### src/rtl/probe_panel_pkg.sv
// Shared types and constants for the probe panel front end:
// stepper state encoding and the active-low hex glyph table.
package probe_panel_pkg;

  typedef enum logic [1:0] {
    ST_IDLE   = 2'd0,
    ST_DELAY  = 2'd1,
    ST_REPEAT = 2'd2
  } step_state_t;

  // Glyphs packed as {g,f,e,d,c,b,a}, active-low.
  localparam logic [6:0] SEG_LUT [16] = '{
    7'h40, 7'h79, 7'h24, 7'h30,
    7'h19, 7'h12, 7'h02, 7'h78,
    7'h00, 7'h10, 7'h08, 7'h03,
    7'h46, 7'h21, 7'h06, 7'h0E
  };

  function automatic logic [6:0] hex2seg(
    input logic [3:0] i_nib
  );
    return SEG_LUT[i_nib];
  endfunction

endpackage

### src/rtl/probe_panel_btn_debounce.sv
// Button conditioner: 2-flop synchroniser, stability counter, press edge.
// Ports: i_clk, i_rst_n (sync, active-low), i_btn raw -> o_level, o_press.
module btn_debounce #(
  parameter int DEBOUNCE_CYCLES = 20000
) (
  input  logic i_clk,
  input  logic i_rst_n,
  input  logic i_btn,
  output logic o_level,
  output logic o_press
);

  localparam int CW = $clog2(DEBOUNCE_CYCLES + 1);

  logic [1:0]    r_sync;
  logic [CW-1:0] r_cnt;
  logic          r_level;
  logic          r_press;
  logic          w_in;
  logic          w_done;

  assign w_in   = r_sync[1];
  assign w_done = (r_cnt == CW'(DEBOUNCE_CYCLES - 1));

  always_ff @(posedge i_clk) begin
    if (!i_rst_n) begin
      r_sync  <= '0;
      r_cnt   <= '0;
      r_level <= 1'b0;
      r_press <= 1'b0;
    end else begin
      r_sync  <= {r_sync[0], i_btn};
      r_press <= 1'b0;
      if (w_in == r_level) begin
        r_cnt <= '0;
      end else if (w_done) begin
        r_level <= w_in;
        r_cnt   <= '0;
        // Pulse lands in the same cycle the level rises.
        r_press <= w_in;
      end else begin
        r_cnt <= r_cnt + CW'(1);
      end
    end
  end

  assign o_level = r_level;
  assign o_press = r_press;

endmodule

### src/rtl/probe_panel.sv
// Board front end: four debounced buttons, auto-repeat address stepper,
// muxed 7-seg scan. Ports: CLK, Reset_n, buttons, Stop, DataIn, CpuData
// -> Address, VerifyPulse, Segment (active-low), DigitSel (active-low).
module probe_panel
  import probe_panel_pkg::*;
#(
  parameter int ADDR_W          = 8,
  parameter int DIGITS          = 4,
  parameter int DEBOUNCE_CYCLES = 20000,
  parameter int SCAN_CYCLES     = 5000,
  parameter int REPEAT_DELAY    = 5000000,
  parameter int REPEAT_RATE     = 1000000
) (
  input  logic                    CLK,
  input  logic                    Reset_n,
  input  logic                    NextButton,
  input  logic                    PreButton,
  input  logic                    ClearButton,
  input  logic                    VerifyButton,
  input  logic                    Stop,
  input  logic [4*(DIGITS-1)-1:0] DataIn,
  input  logic [4*(DIGITS-1)-1:0] CpuData,
  output logic [ADDR_W-1:0]       Address,
  output logic                    VerifyPulse,
  output logic [6:0]              Segment,
  output logic [DIGITS-1:0]       DigitSel
);

  localparam int RMAX = (REPEAT_DELAY > REPEAT_RATE) ?
                        REPEAT_DELAY : REPEAT_RATE;
  localparam int RW   = $clog2(RMAX + 1);
  localparam int SW   = $clog2(SCAN_CYCLES + 1);
  localparam int IW   = $clog2(DIGITS);

  logic w_nxt_lvl, w_nxt_prs;
  logic w_pre_lvl, w_pre_prs;
  logic w_clr_prs, w_ver_prs;
  logic w_unused_clr_lvl, w_unused_ver_lvl;

  btn_debounce #(.DEBOUNCE_CYCLES(DEBOUNCE_CYCLES)) u_nxt (
    .i_clk(CLK), .i_rst_n(Reset_n), .i_btn(NextButton),
    .o_level(w_nxt_lvl), .o_press(w_nxt_prs)
  );

  btn_debounce #(.DEBOUNCE_CYCLES(DEBOUNCE_CYCLES)) u_pre (
    .i_clk(CLK), .i_rst_n(Reset_n), .i_btn(PreButton),
    .o_level(w_pre_lvl), .o_press(w_pre_prs)
  );

  btn_debounce #(.DEBOUNCE_CYCLES(DEBOUNCE_CYCLES)) u_clr (
    .i_clk(CLK), .i_rst_n(Reset_n), .i_btn(ClearButton),
    .o_level(w_unused_clr_lvl), .o_press(w_clr_prs)
  );

  btn_debounce #(.DEBOUNCE_CYCLES(DEBOUNCE_CYCLES)) u_ver (
    .i_clk(CLK), .i_rst_n(Reset_n), .i_btn(VerifyButton),
    .o_level(w_unused_ver_lvl), .o_press(w_ver_prs)
  );

  // ---------------- stepper ----------------
  step_state_t       r_state;
  logic              r_dir_up;
  logic [RW-1:0]     r_rcnt;
  logic [ADDR_W-1:0] r_addr;
  logic              r_verify;
  logic              w_held;
  logic [ADDR_W-1:0] w_step_addr;

  // Only the button that started the run can keep it alive.
  assign w_held      = r_dir_up ? w_nxt_lvl : w_pre_lvl;
  assign w_step_addr = r_dir_up ? r_addr + ADDR_W'(1)
                                : r_addr - ADDR_W'(1);

  always_ff @(posedge CLK) begin
    if (!Reset_n) begin
      r_state  <= ST_IDLE;
      r_dir_up <= 1'b1;
      r_rcnt   <= '0;
      r_addr   <= '0;
      r_verify <= 1'b0;
    end else begin
      r_verify <= w_ver_prs & ~Stop;
      if (w_clr_prs) begin
        r_addr  <= '0;
        r_state <= ST_IDLE;
        r_rcnt  <= '0;
      end else begin
        unique case (r_state)
          ST_IDLE: begin
            r_rcnt <= '0;
            if (w_nxt_prs && !w_pre_prs) begin
              r_addr   <= r_addr + ADDR_W'(1);
              r_dir_up <= 1'b1;
              r_state  <= ST_DELAY;
            end else if (w_pre_prs && !w_nxt_prs) begin
              r_addr   <= r_addr - ADDR_W'(1);
              r_dir_up <= 1'b0;
              r_state  <= ST_DELAY;
            end
          end
          ST_DELAY: begin
            if (!w_held) begin
              r_state <= ST_IDLE;
              r_rcnt  <= '0;
            end else if (r_rcnt == RW'(REPEAT_DELAY - 1)) begin
              r_addr  <= w_step_addr;
              r_rcnt  <= '0;
              r_state <= ST_REPEAT;
            end else begin
              r_rcnt <= r_rcnt + RW'(1);
            end
          end
          ST_REPEAT: begin
            if (!w_held) begin
              r_state <= ST_IDLE;
              r_rcnt  <= '0;
            end else if (r_rcnt == RW'(REPEAT_RATE - 1)) begin
              r_addr <= w_step_addr;
              r_rcnt <= '0;
            end else begin
              r_rcnt <= r_rcnt + RW'(1);
            end
          end
          default: begin
            r_state <= ST_IDLE;
            r_rcnt  <= '0;
          end
        endcase
      end
    end
  end

  assign Address     = r_addr;
  assign VerifyPulse = r_verify;

  // ---------------- display scan ----------------
  logic [IW-1:0]       r_digit;
  logic [SW-1:0]       r_scan;
  logic [6:0]          r_seg;
  logic [DIGITS-1:0]   r_dsel;
  logic [IW-1:0]       w_next_digit;
  logic [4*DIGITS-1:0] w_disp;
  logic [3:0]          w_nib;
  logic                w_scan_done;

  assign w_disp       = {4'(r_addr), Stop ? CpuData : DataIn};
  assign w_next_digit = (r_digit == IW'(DIGITS - 1)) ?
                        '0 : r_digit + IW'(1);
  assign w_nib        = w_disp[{w_next_digit, 2'b00} +: 4];
  assign w_scan_done  = (r_scan == SW'(SCAN_CYCLES - 1));

  // Segment and DigitSel load together at each refresh, so data
  // changes only ever show up on a digit boundary.
  always_ff @(posedge CLK) begin
    if (!Reset_n) begin
      r_digit <= '0;
      r_scan  <= '0;
      r_dsel  <= ~DIGITS'(1);
      r_seg   <= hex2seg(DataIn[3:0]);
    end else if (w_scan_done) begin
      r_scan  <= '0;
      r_digit <= w_next_digit;
      r_dsel  <= ~(DIGITS'(1) << w_next_digit);
      r_seg   <= hex2seg(w_nib);
    end else begin
      r_scan <= r_scan + SW'(1);
    end
  end

  assign Segment  = r_seg;
  assign DigitSel = r_dsel;

endmodule
### config.mk
export PLATFORM = sky130hd
export DESIGN_NAME = probe_panel
export DESIGN_NICKNAME = d
export VERILOG_FILES = /design/src/rtl/probe_panel_pkg.sv /design/src/rtl/probe_panel_btn_debounce.sv /design/src/rtl/probe_panel.sv
export SDC_FILE = /design/constraint.sdc
export NUM_CORES = 1
export LEC_CHECK = 0
export BUFFER_PORTS_ARGS = -buffer_cell sky130_fd_sc_hd__buf_2
export CAP_MARGIN = 10
export CORE_ASPECT_RATIO = 1.5
export CORE_MARGIN = 1.5
export CORE_UTILIZATION = 45
export CTS_CLUSTER_DIAMETER = 30
export CTS_CLUSTER_SIZE = 14
export DETAILED_ROUTE_END_ITERATION = 6
export GPL_TIMING_DRIVEN = 0
export PLACE_DENSITY_LB_ADDON = 0.1
export SLEW_MARGIN = 10
export SYNTH_ARGS = -nofsm -noshare
export SYNTH_HDL_FRONTEND = slang
export SYNTH_SLANG_ARGS = --single-unit
### constraint.sdc
create_clock -name CLK -period 4.8 [get_ports CLK]
set_input_delay 0.96 -clock CLK [delete_from_list [all_inputs] [get_ports CLK]]
set_output_delay 0.96 -clock CLK [all_outputs]
set_load 0.005 [all_outputs]
==> results.py, run 1 <==
metrics = {
    "timing": {
        "setup_slack_ns": 1.39,
        "finalSetupViolations": 0,
        "slew_viol_final": 0,
        "max_slew_margin_pct": 47.3,
        "post-route-period-util_pct": 71.0,
        "hold_violations": 0,
        "skew_ns": 0.0105,
        "rsz0062_at_grt": "no",
        "tightestPinTransition_ns": 0.791,
        "min_period_ns": 3.41,
        "timing.fmax_ghz": 0.294,
        "tns_ns": 0,
    },
    "die": {
        "core.rowCount": 54,
        "dieArea_sq_mm": 0.0157,
        "initial_core_util_pct": 46.1,
        "die_y_um": 153,
        "dieWidth_um": 103,
        "core_sq_mm": 0.0146,
        "io_pins": 51,
    },
    "logic_synthesis": {
        "netlist_area_sq_mm": 0.00673,
        "synth-seq-area-share_pct": 41.8,
        "synthFlopType": "dfxtp_1",
        "synth_area_per_cell_sq_um": 8.98,
        "synth-edff-count": 7,
        "synthCells": 750,
        "synth_nets": 811,
        "async_flop_share_pct": 0,
        "ys_seq_elements": 137,
        "yosysTopAreaCell": "dfxtp_1",
        "yosys_warnings": 0,
        "synth.area.top_cells": "dfxtp_1 (39%), nor2_1 (7.0%), xor2_1 (6.4%), ha_1 (5.6%), xnor2_1 (5.2%)",
        "yosysTopAreaCellShare_pct": 38.7,
        "synth.distinct_cells": 59,
    },
    "global_route": {
        "overflow": 0,
        "antenna_found_initial": 0,
        "grt_usage_pct": 18.3,
        "grt_pass1_wl_um": 23600,
        "grt_max_degree": 17,
        "grt_pass1_vias": 5353,
    },
    "route": {
        "drtIter0Drc": 213,
        "detailroute.via_count": 5373,
        "via_per_inst": 5.23,
        "avgRoutedWirePerCell_um": 13.2,
        "firstDrtPassIters": 5,
        "route.detailed.drc": 0,
        "ant_nets": 0,
        "wl_um": 13500,
    },
    "job": {
        "drv_cap": 0,
    },
    "worst_setup_path": {
        "critPathArrivalTime_ns": 3.52,
        "cp-end-kind": "flop",
        "worstPathRequired_ns": 4.91,
        "start_kind": "flop",
        "crit_fanout": 9,
        "critical_path_class": "flop to flop",
    },
    "layout": {
        "nNetsFinal": 880,
        "fill_cells": 1387,
        "drive_above_1_share_pct": 12.3,
        "diodes": 0,
        "area_delta_synth_final_pct": 16.4,
    },
    "place": {
        "dp_hpwl_um": 10100,
        "gp_congestion": 0.818,
        "dpl_worst_slack_ns": 1.30,
        "io_buffers": 50,
    },
    "clocking": {
        "clk_latency_ns": 0.41,
        "tritoncts": "built",
        "clock_path_buffers": 2,
        "holdBufCountCts": 0,
        "htreeDepth": 4,
        "cts-root-buf": "clkbuf_16",
        "clk_pin_slew_ns": 0.06,
        "numCtsBuffers": 17,
        "cts_resized": 0,
        "clock_sinks": 137,
        "post-cts-setup-buffer-count": 0,
    },
    "power": {
        "ir_drop_mv": 0.235,
        "leakage_nw": 2.93,
        "power_density_mw_per_mm2": 331,
        "p_total_mw": 2.60,
    },
    "hold_path": {
        "hold_class": "flop to flop",
    },
    "outcome": {
        "outcome": "complete, no violations",
    },
}
==> layer usage <==
| metal | part of all wire (%) | vias up | GRT usage [%] |
|---|---|---|---|
| met5 | 0 | - | 0 |
| met4 | 1.4 | 0 | 6.37 |
| met3 | 2.6 | 17 | 3.30 |
| met2 | 53 | 82 | 33.6 |
| met1 | 43 | 2542 | 20.5 |
| li1 | - | 2732 | - |
==> layout by cell type, fill, tap and decap left out, types with 16 or more instances in the layout <==
master     synthesis  final
buf_2              0     50
xnor2_1           40     40
clkbuf_16          0     17
clkbuf_1          16     16
nand2_1           48     48
nor2_1           125    125
dfxtp_1          130    130
ha_1              30     30
nand4_1           26     26
inv_1             32     32
nand3_1           39     39
mux2i_1           18     18
xor2_1            49     49
nor3_1            28     28
==> cell families after synthesis <==
group / Yosys count / share of synthesized area [%]
compound gates: 63 / 6.36
xor+xnor: 89 / 11.6
fa+ha+maj: 30 / 5.58
buf+inv: 55 / 3.48
flops: 137 / 41.8
mux: 30 / 5.52
simple gates: 346 / 25.7
==> critical path, stage by stage (launching register included) <==
cell and delay, ns:
dfxtp_1 0.45, inv_1 0.10, ha_1 0.29, clkbuf_1 0.40
mux4_2 0.39, mux2i_1 0.47, inv_1 0.18, ha_1 0.29
a2111oi_0 0.46, a311oi_1 0.10
==> registers in the layout, summed over array words and instances (netlist names), 2 cells and up <==
register      cells
r_scan           13
u_ver.r_cnt      15
r_digit           2
r_rcnt           23
DigitSel          4
u_clr.r_sync      2
u_clr.r_cnt      15
u_pre.r_sync      2
u_ver.r_sync      2
Segment           7
u_nxt.r_cnt      15
Address           8
u_nxt.r_sync      2
r_state           2
u_pre.r_cnt      15
==> through the flow <==
stage | util, % | hold WS [ns] | std cells | area, sq um
4_1_cts | 53.7 | 0.437 | 1028 | 7840
2_1_floorplan | - | 0.412 | 750 | 6730
5_1_grt | 53.7 | 0.453 | 1028 | 7840
3_3_place_gp | 49.5 | 0.415 | 996 | 7230
6_report | 53.7 | 0.433 | 1028 | 7840
3_5_place_dp | 49.5 | 0.421 | 996 | 7230
==> power by group <==
part / internal (mW) / switching (mW) / total [mW]
sequential: 1.16 / 0.00531 / 1.17
combinational: 0.0521 / 0.0643 / 0.116
clock: 0.812 / 0.501 / 1.31
total: 2.02 / 0.570 / 2.60
==> cell type report <==
type,instances,area [sq um],area share (%)
inverters,32,120,1.53
clock inverters,12,141,1.80
flip-flops and latches,137,2810,35.9
repair buffers,50,250,3.19
plain buffers,23,114,1.45
well taps,196,245,3.13
multi-input cells,558,3690,47.0
clock buffers,20,467,5.96
==> final timing paths <==
check	startpoint	endpoint	slack [ns]	cells past startpoint
worst max-delay path	r_digit[0]$_SDFFE_PN0P_	Segment[3]$_DFFE_PP_	1.39	9
worst min-delay path	u_clr.r_sync[0]$_SDFF_PN0_	u_clr.r_sync[1]$_SDFF_PN0_	0.43	1
worst max register to register	r_digit[0]$_SDFFE_PN0P_	Segment[3]$_DFFE_PP_	1.39	9
worst min register to register	u_clr.r_sync[0]$_SDFF_PN0_	u_clr.r_sync[1]$_SDFF_PN0_	0.43	1
==> Yosys cell counts (all sizes together), types with 7 or more instances <==
cell / instances
a21oi: 15
and2: 15
and3: 16
clkbuf: 17
dfxtp: 130
edfxtp: 7
ha: 30
inv: 32
mux2: 7
mux2i: 18
nand2: 48
nand3: 39
nand4: 27
nor2: 125
nor2b: 12
nor3: 28
o21ai: 9
xnor2: 40
xor2: 49
Note: power is estimated with default switching activity, not from simulation.
==> run 2, diff against run 1 <==
- ABC_AREA: unset -> 1
- clock period: 4.8 -> 3.4 ns (I/O delays scaled with it)
==> results.py, run 2 <==
metrics = {
    "logic_synthesis": {
        "synthFlopType": "dfxtp_1",
        "yosysTopAreaCell": "dfxtp_1",
        "async_flop_share_pct": 0,
        "synth-edff-count": 7,
        "synth_most_common_cell": "nand2_1",
        "yosysTopAreaCellShare_pct": 36.2,
        "yosys_warnings": 0,
        "synth-seq-area-share_pct": 39.1,
        "synth_area_per_cell_sq_um": 6.96,
        "netlist_area_sq_mm": 0.00719,
        "synth.area.top_cells": "dfxtp_1 (36%), nand2_1 (12%), nor2_1 (7.9%), inv_1 (6.9%), nand3_1 (5.9%)",
        "synthCells": 1033,
        "synth_nets": 1094,
        "synth.top_cells.by_count": "nand2_1 (221), nor2_1 (151), inv_1 (133), dfxtp_1 (130), nand3_1 (84)",
        "ys_seq_elements": 137,
        "synth.distinct_cells": 37,
    },
    "die": {
        "initial_core_util_pct": 46.0,
        "core.rowCount": 56,
        "core_sq_mm": 0.0156,
        "io_pins": 51,
        "dieWidth_um": 106,
        "die_y_um": 158,
        "dieArea_sq_mm": 0.0168,
    },
    "clocking": {
        "holdBufCountCts": 0,
        "clock_path_buffers": 2,
        "cts-root-buf": "clkbuf_16",
        "htreeDepth": 4,
        "clock_sinks": 137,
        "clk_pin_slew_ns": 0.06,
        "tritoncts": "built",
        "post-cts-setup-buffer-count": 0,
        "cts_resized": 0,
        "numCtsBuffers": 17,
        "clk_latency_ns": 0.41,
    },
    "layout": {
        "multi_input_area_sq_mm": 0.00374,
        "nNetsFinal": 1161,
        "finish.utilization_pct": 52.8,
        "regArea_sq_mm": 0.00281,
        "largest_register_ffs": 23,
        "drive_above_1_share_pct": 11.2,
        "area_delta_synth_final_pct": 14.7,
        "fill_cells": 1624,
        "top_register": "r_rcnt",
        "diodes": 0,
        "final_common_cell": "nand2_1",
        "layout_common_cells": "nand2_1 (221), nor2_1 (151), inv_1 (133)",
    },
    "worst_setup_path": {
        "crit_chain": "inv_1, ha_1, inv_1, buf_2, o21ai_0, a21oi_1, a21oi_2, inv_1, ha_1, nand3_1, nand2_1, nand2_1, nand2_1, nand2_1, nand2_1",
        "crit_buf_inv": 4,
        "critical_path_class": "flop to flop",
        "start_kind": "flop",
        "crit_fanout": 10,
        "worstPathRequired_ns": 3.56,
        "crit_path_frequent_cell": "nand2_1",
        "cpLargestDelayFamily": "adder cells",
        "cp-end-kind": "flop",
        "crit_path_max_incr_delay_ns": 0.45,
        "worst_path_max_delay_cell": "ha_1",
        "critPathArrivalTime_ns": 2.97,
    },
    "timing": {
        "post-route-period-util_pct": 82.6,
        "slew_viol_final": 0,
        "timing.fmax_ghz": 0.356,
        "finalSetupViolations": 0,
        "tightestPinTransition_ns": 0.602,
        "rsz0062_at_grt": "no",
        "min_period_ns": 2.81,
        "max_slew_margin_pct": 59.9,
        "hold_violations": 0,
        "tns_ns": 0,
        "skew_ns": 0.00527,
    },
    "power": {
        "ir_drop_mv": 0.288,
        "leakage_nw": 3.46,
        "power_density_mw_per_mm2": 526,
        "p_total_mw": 4.34,
    },
    "outcome": {
        "outcome": "complete, no violations",
    },
    "route": {
        "firstDrtPassIters": 5,
        "ant_nets": 0,
        "drtIter0Drc": 265,
        "via_per_inst": 4.92,
        "avgRoutedWirePerCell_um": 11.7,
        "wl_um": 15400,
        "detailroute.via_count": 6476,
        "route.detailed.drc": 0,
    },
    "place": {
        "dp_hpwl_um": 11600,
        "gp_congestion": 0.832,
        "io_buffers": 48,
    },
    "hold_path": {
        "hold_class": "flop to flop",
    },
    "global_route": {
        "grt_usage_pct": 19.3,
        "grt_max_degree": 17,
        "antenna_found_initial": 0,
        "overflow": 0,
        "grt_pass1_wl_um": 26100,
        "grt_pass1_vias": 5976,
    },
    "job": {
        "drv_cap": 0,
    },
}
[run 2: cell types whose count changed after synthesis, sizes merged, moves of 18 or more]
cell / before / now
a21oi: 15 / 55
inv: 32 / 141
mux2i: 18 / 0
nand2: 48 / 229
nand3: 39 / 84
nor2: 125 / 164
o21ai: 9 / 45
xnor2: 40 / 5
xor2: 49 / 27
[run 2: per-stage QoR]
stage / instances / hold WS (ns) / area, sq um / worst slack [ns]
2_1_floorplan: 1033 / 0.390 / 7190 / 1.01
3_3_place_gp: 1284 / 0.394 / 7680 / 0.573
3_5_place_dp: 1284 / 0.401 / 7680 / 0.570
4_1_cts: 1315 / 0.415 / 8240 / 0.558
5_1_grt: 1315 / 0.449 / 8240 / 0.266
6_report: 1315 / 0.414 / 8240 / 0.591
[run 2: path summary, 6_finish.rpt]
path	start	end	slack [ns]	cells past startpoint
worst max register to register	r_digit[0]$_SDFFE_PN0P_	Segment[0]$_DFFE_PP_	0.59	15
worst min register to register	u_clr.r_sync[0]$_SDFF_PN0_	u_clr.r_sync[1]$_SDFF_PN0_	0.41	2
worst min-delay path	u_clr.r_sync[0]$_SDFF_PN0_	u_clr.r_sync[1]$_SDFF_PN0_	0.41	2
worst max-delay path	r_digit[0]$_SDFFE_PN0P_	Segment[0]$_DFFE_PP_	0.59	15
[run 2: power by group]
group	internal, mW	total, mW	switching, mW
clock	1.11	1.78	0.662
sequential	1.69	1.76	0.0700
combinational	0.306	0.808	0.501
total	3.11	4.34	1.23
[run 2: per-layer routing]
metal / track usage (%) / wire, um / vias up
met5: 0 / 0 / -
met4: 9.97 / 400 / 0
met3: 3.95 / 391 / 28
met2: 34.5 / 7840 / 73
met1: 21.4 / 6720 / 2906
li1: - / - / 3469
[run 2: worst reg2reg max path, stage by stage (launching register included)]
cell and delay (ns):
dfxtp_1 0.41, inv_1 0.11, ha_1 0.45, inv_1 0.09
buf_2 0.19, o21ai_0 0.16, a21oi_1 0.08, a21oi_2 0.27
inv_1 0.13, ha_1 0.27, nand3_1 0.12, nand2_1 0.06
nand2_1 0.05, nand2_1 0.06, nand2_1 0.05, nand2_1 0.06
[run 2: layout make-up]
class | instances | share of cell area [%]
Clock buffer | 24 | 5.72
Buffer | 16 | 1.20
Inverter | 141 | 6.42
Sequential cell | 137 | 34.1
Multi-Input combinational cell | 739 | 45.4
Timing Repair Buffer | 48 | 2.91
Tap cell | 203 | 3.08
Clock inverter | 7 | 1.12
[run 2: cells by family (layout without fill, tap and decap cells)]
kind of cell               Yosys count  count (layout)  synth area share, %
DFF                                137             137                 39.1
AOI/OAI and AO/OA                  120             120                 9.16
buffers and inverters              157             236                 8.74
xor gates and xnor gates            32              32                 3.90
adders and majority gates           30              30                 5.22
and+or+nand+nor                    557             557                 33.8
==> run 3, diff against run 2 <==
- ABC_AREA: 1 -> 0
- clock period: 3.4 -> 2.8 ns (I/O delays scaled with it)
==> results.py, run 3 (same netlist as run 1, synthesis figures left out) <==
metrics = {
    "hold_path": {
        "min_from": "ClearButton",
        "hold_path_end": "u_clr.r_sync[0]$_SDFF_PN0_",
        "hold_depth": 2,
        "hold_class": "input pin to flop",
    },
    "layout": {
        "nNetsFinal": 879,
        "layout_common_cells": "dfxtp_1 (129), nor2_1 (124), buf_2 (50)",
        "final_common_cell": "dfxtp_1",
        "instances_no_fill": 1027,
        "largest_register_ffs": 23,
        "diodes": 0,
        "top_register": "r_rcnt",
        "fill_cells": 1385,
        "drive_above_1_share_pct": 12.9,
        "area_delta_synth_final_pct": 17.0,
        "finish.utilization_pct": 54.0,
    },
    "job": {
        "drv_cap": 0,
    },
    "worst_setup_path": {
        "start_kind": "flop",
        "r2r-start": "r_digit[1]$_SDFFE_PN0P_",
        "r2r_end": "Segment[3]$_DFFE_PP_",
        "crit_fanout": 9,
        "ff2ff_setup_slack_ns": 0.14,
        "cp-end-kind": "flop",
        "critPathArrivalTime_ns": 2.77,
        "critical_path_class": "flop to flop",
        "worstPathRequired_ns": 2.91,
        "worstRegToRegCells": 8,
    },
    "route": {
        "via_per_inst": 5.24,
        "ant_nets": 0,
        "route.detailed.drc": 0,
        "firstDrtPassIters": 5,
        "drtIter0Drc": 220,
        "detailroute.via_count": 5382,
        "avgRoutedWirePerCell_um": 13.2,
        "wl_um": 13600,
    },
    "global_route": {
        "grt_pass1_vias": 5378,
        "overflow": 0,
        "antenna_found_initial": 0,
        "grt_pass1_wl_um": 23700,
        "grt_usage_pct": 18.3,
        "grt_max_degree": 17,
    },
    "timing": {
        "post-route-period-util_pct": 94.9,
        "max_slew_margin_pct": 46.8,
        "setup_slack_ns": 0.144,
        "slew_viol_final": 0,
        "min_period_ns": 2.66,
        "timing.fmax_ghz": 0.376,
        "rsz0062_at_grt": "no",
        "tightestPinTransition_ns": 0.797,
        "skew_ns": 0.0106,
        "hold_violations": 0,
        "finalSetupViolations": 0,
    },
    "place": {
        "dp_hpwl_um": 10100,
        "dp_cells": 996,
        "dpl_worst_slack_ns": -0.528,
        "gp_congestion": 0.818,
        "io_buffers": 50,
    },
    "clocking": {
        "holdBufCountCts": 0,
        "clk_pin_slew_ns": 0.06,
        "clock_path_buffers": 2,
        "clock_sinks": 137,
        "htreeDepth": 4,
        "cts-root-buf": "clkbuf_16",
        "tritoncts": "built",
        "numCtsBuffers": 17,
        "post-cts-setup-buffer-count": 0,
        "clk_latency_ns": 0.41,
    },
    "die": {
        "initial_core_util_pct": 46.1,
        "io_pins": 51,
        "dieWidth_um": 103,
        "die_y_um": 153,
        "core.rowCount": 54,
        "dieArea_sq_mm": 0.0157,
        "core_sq_mm": 0.0146,
    },
    "power": {
        "leakage_nw": 2.92,
        "power_density_mw_per_mm2": 566,
        "ir_drop_mv": 0.403,
    },
    "outcome": {
        "outcome": "complete, no violations",
    },
}
run 3: cell count changes in the layout (fill, tap and decap cells not counted), sizes merged, moves of 15 or more:
cell,previous run,this run
inv,142,34
nand2,229,48
a21oi,55,15
mux2i,0,18
and2,0,15
xnor2,5,40
o21ai,45,9
xor2,27,49
nand3,84,39
nor2,164,125
run 3: cell type report:
class                      count  area [sq um]  share of cell area (%)
tap                          196           245                    3.11
multi-input combinational    558          3730                    47.3
inverter                      32           120                    1.53
sequential                   137          2810                    35.7
clock buffer                  20           467                    5.93
buffer                        22           110                    1.40
timing repair buffer          50           250                    3.18
clock inverter                12           141                    1.80
run 3: metrics by stage:
| step | TNS (ns) | power, mW | cell area (sq um) | hold slack, ns |
|---|---|---|---|---|
| floorplan | 0 | 2.17 | 6730 | 0.412 |
| detailed placement | -2.36 | 2.24 | 7230 | 0.421 |
| finish | 0 | 4.45 | 7880 | 0.362 |
| global route | 0 | 4.61 | 7880 | 0.366 |
| global placement | -1.88 | 2.24 | 7230 | 0.415 |
| CTS | 0 | 4.51 | 7870 | 0.348 |
run 3: how the worst max path moves through the flow:
stage                           endpoint  slack, ns  cells past startpoint                     from
finish              Segment[3]$_DFFE_PP_       0.14                      8  r_digit[1]$_SDFFE_PN0P_
detailed placement  Segment[3]$_DFFE_PP_      -0.53                      9  r_digit[0]$_SDFFE_PN0P_
floorplan           Segment[3]$_DFFE_PP_       0.02                      9  r_digit[0]$_SDFFE_PN0P_
global placement    Segment[3]$_DFFE_PP_      -0.42                      9  r_digit[0]$_SDFFE_PN0P_
CTS                 Segment[3]$_DFFE_PP_       0.07                      7  r_digit[0]$_SDFFE_PN0P_
global route        Segment[3]$_DFFE_PP_      0.007                      8  r_digit[1]$_SDFFE_PN0P_
run 3: critical path, cell delays in order, from the launching register on:
cell and delay (ns):
dfxtp_1 0.40, inv_1 0.11, ha_4 0.35, mux4_2 0.34
mux2i_4 0.27, inv_1 0.14, ha_1 0.26, a2111oi_1 0.38
a311oi_1 0.10
run 3: per-layer routing:
metal  routed length (um)  part of all wire, %  track usage (%)
met5                    0                    0                0
met2                 7230                   53             33.9
met3                  375                  2.8             3.30
met1                 5780                   43             20.5
met4                  194                  1.4             6.50
run 3: power by group:
| part | internal, mW | total, mW | switching, mW |
|---|---|---|---|
| logic | 0.0919 | 0.205 | 0.113 |
| clock network | 1.39 | 2.25 | 0.859 |
| registers | 1.99 | 2.00 | 0.00901 |
run 3: repair_timing:
| item | CTS | global route |
|---|---|---|
| endpoints found under the hold margin | 0 | 0 |
| gates resized for setup | 7 | 2 |
| endpoints found under the setup margin | 7 | 2 |
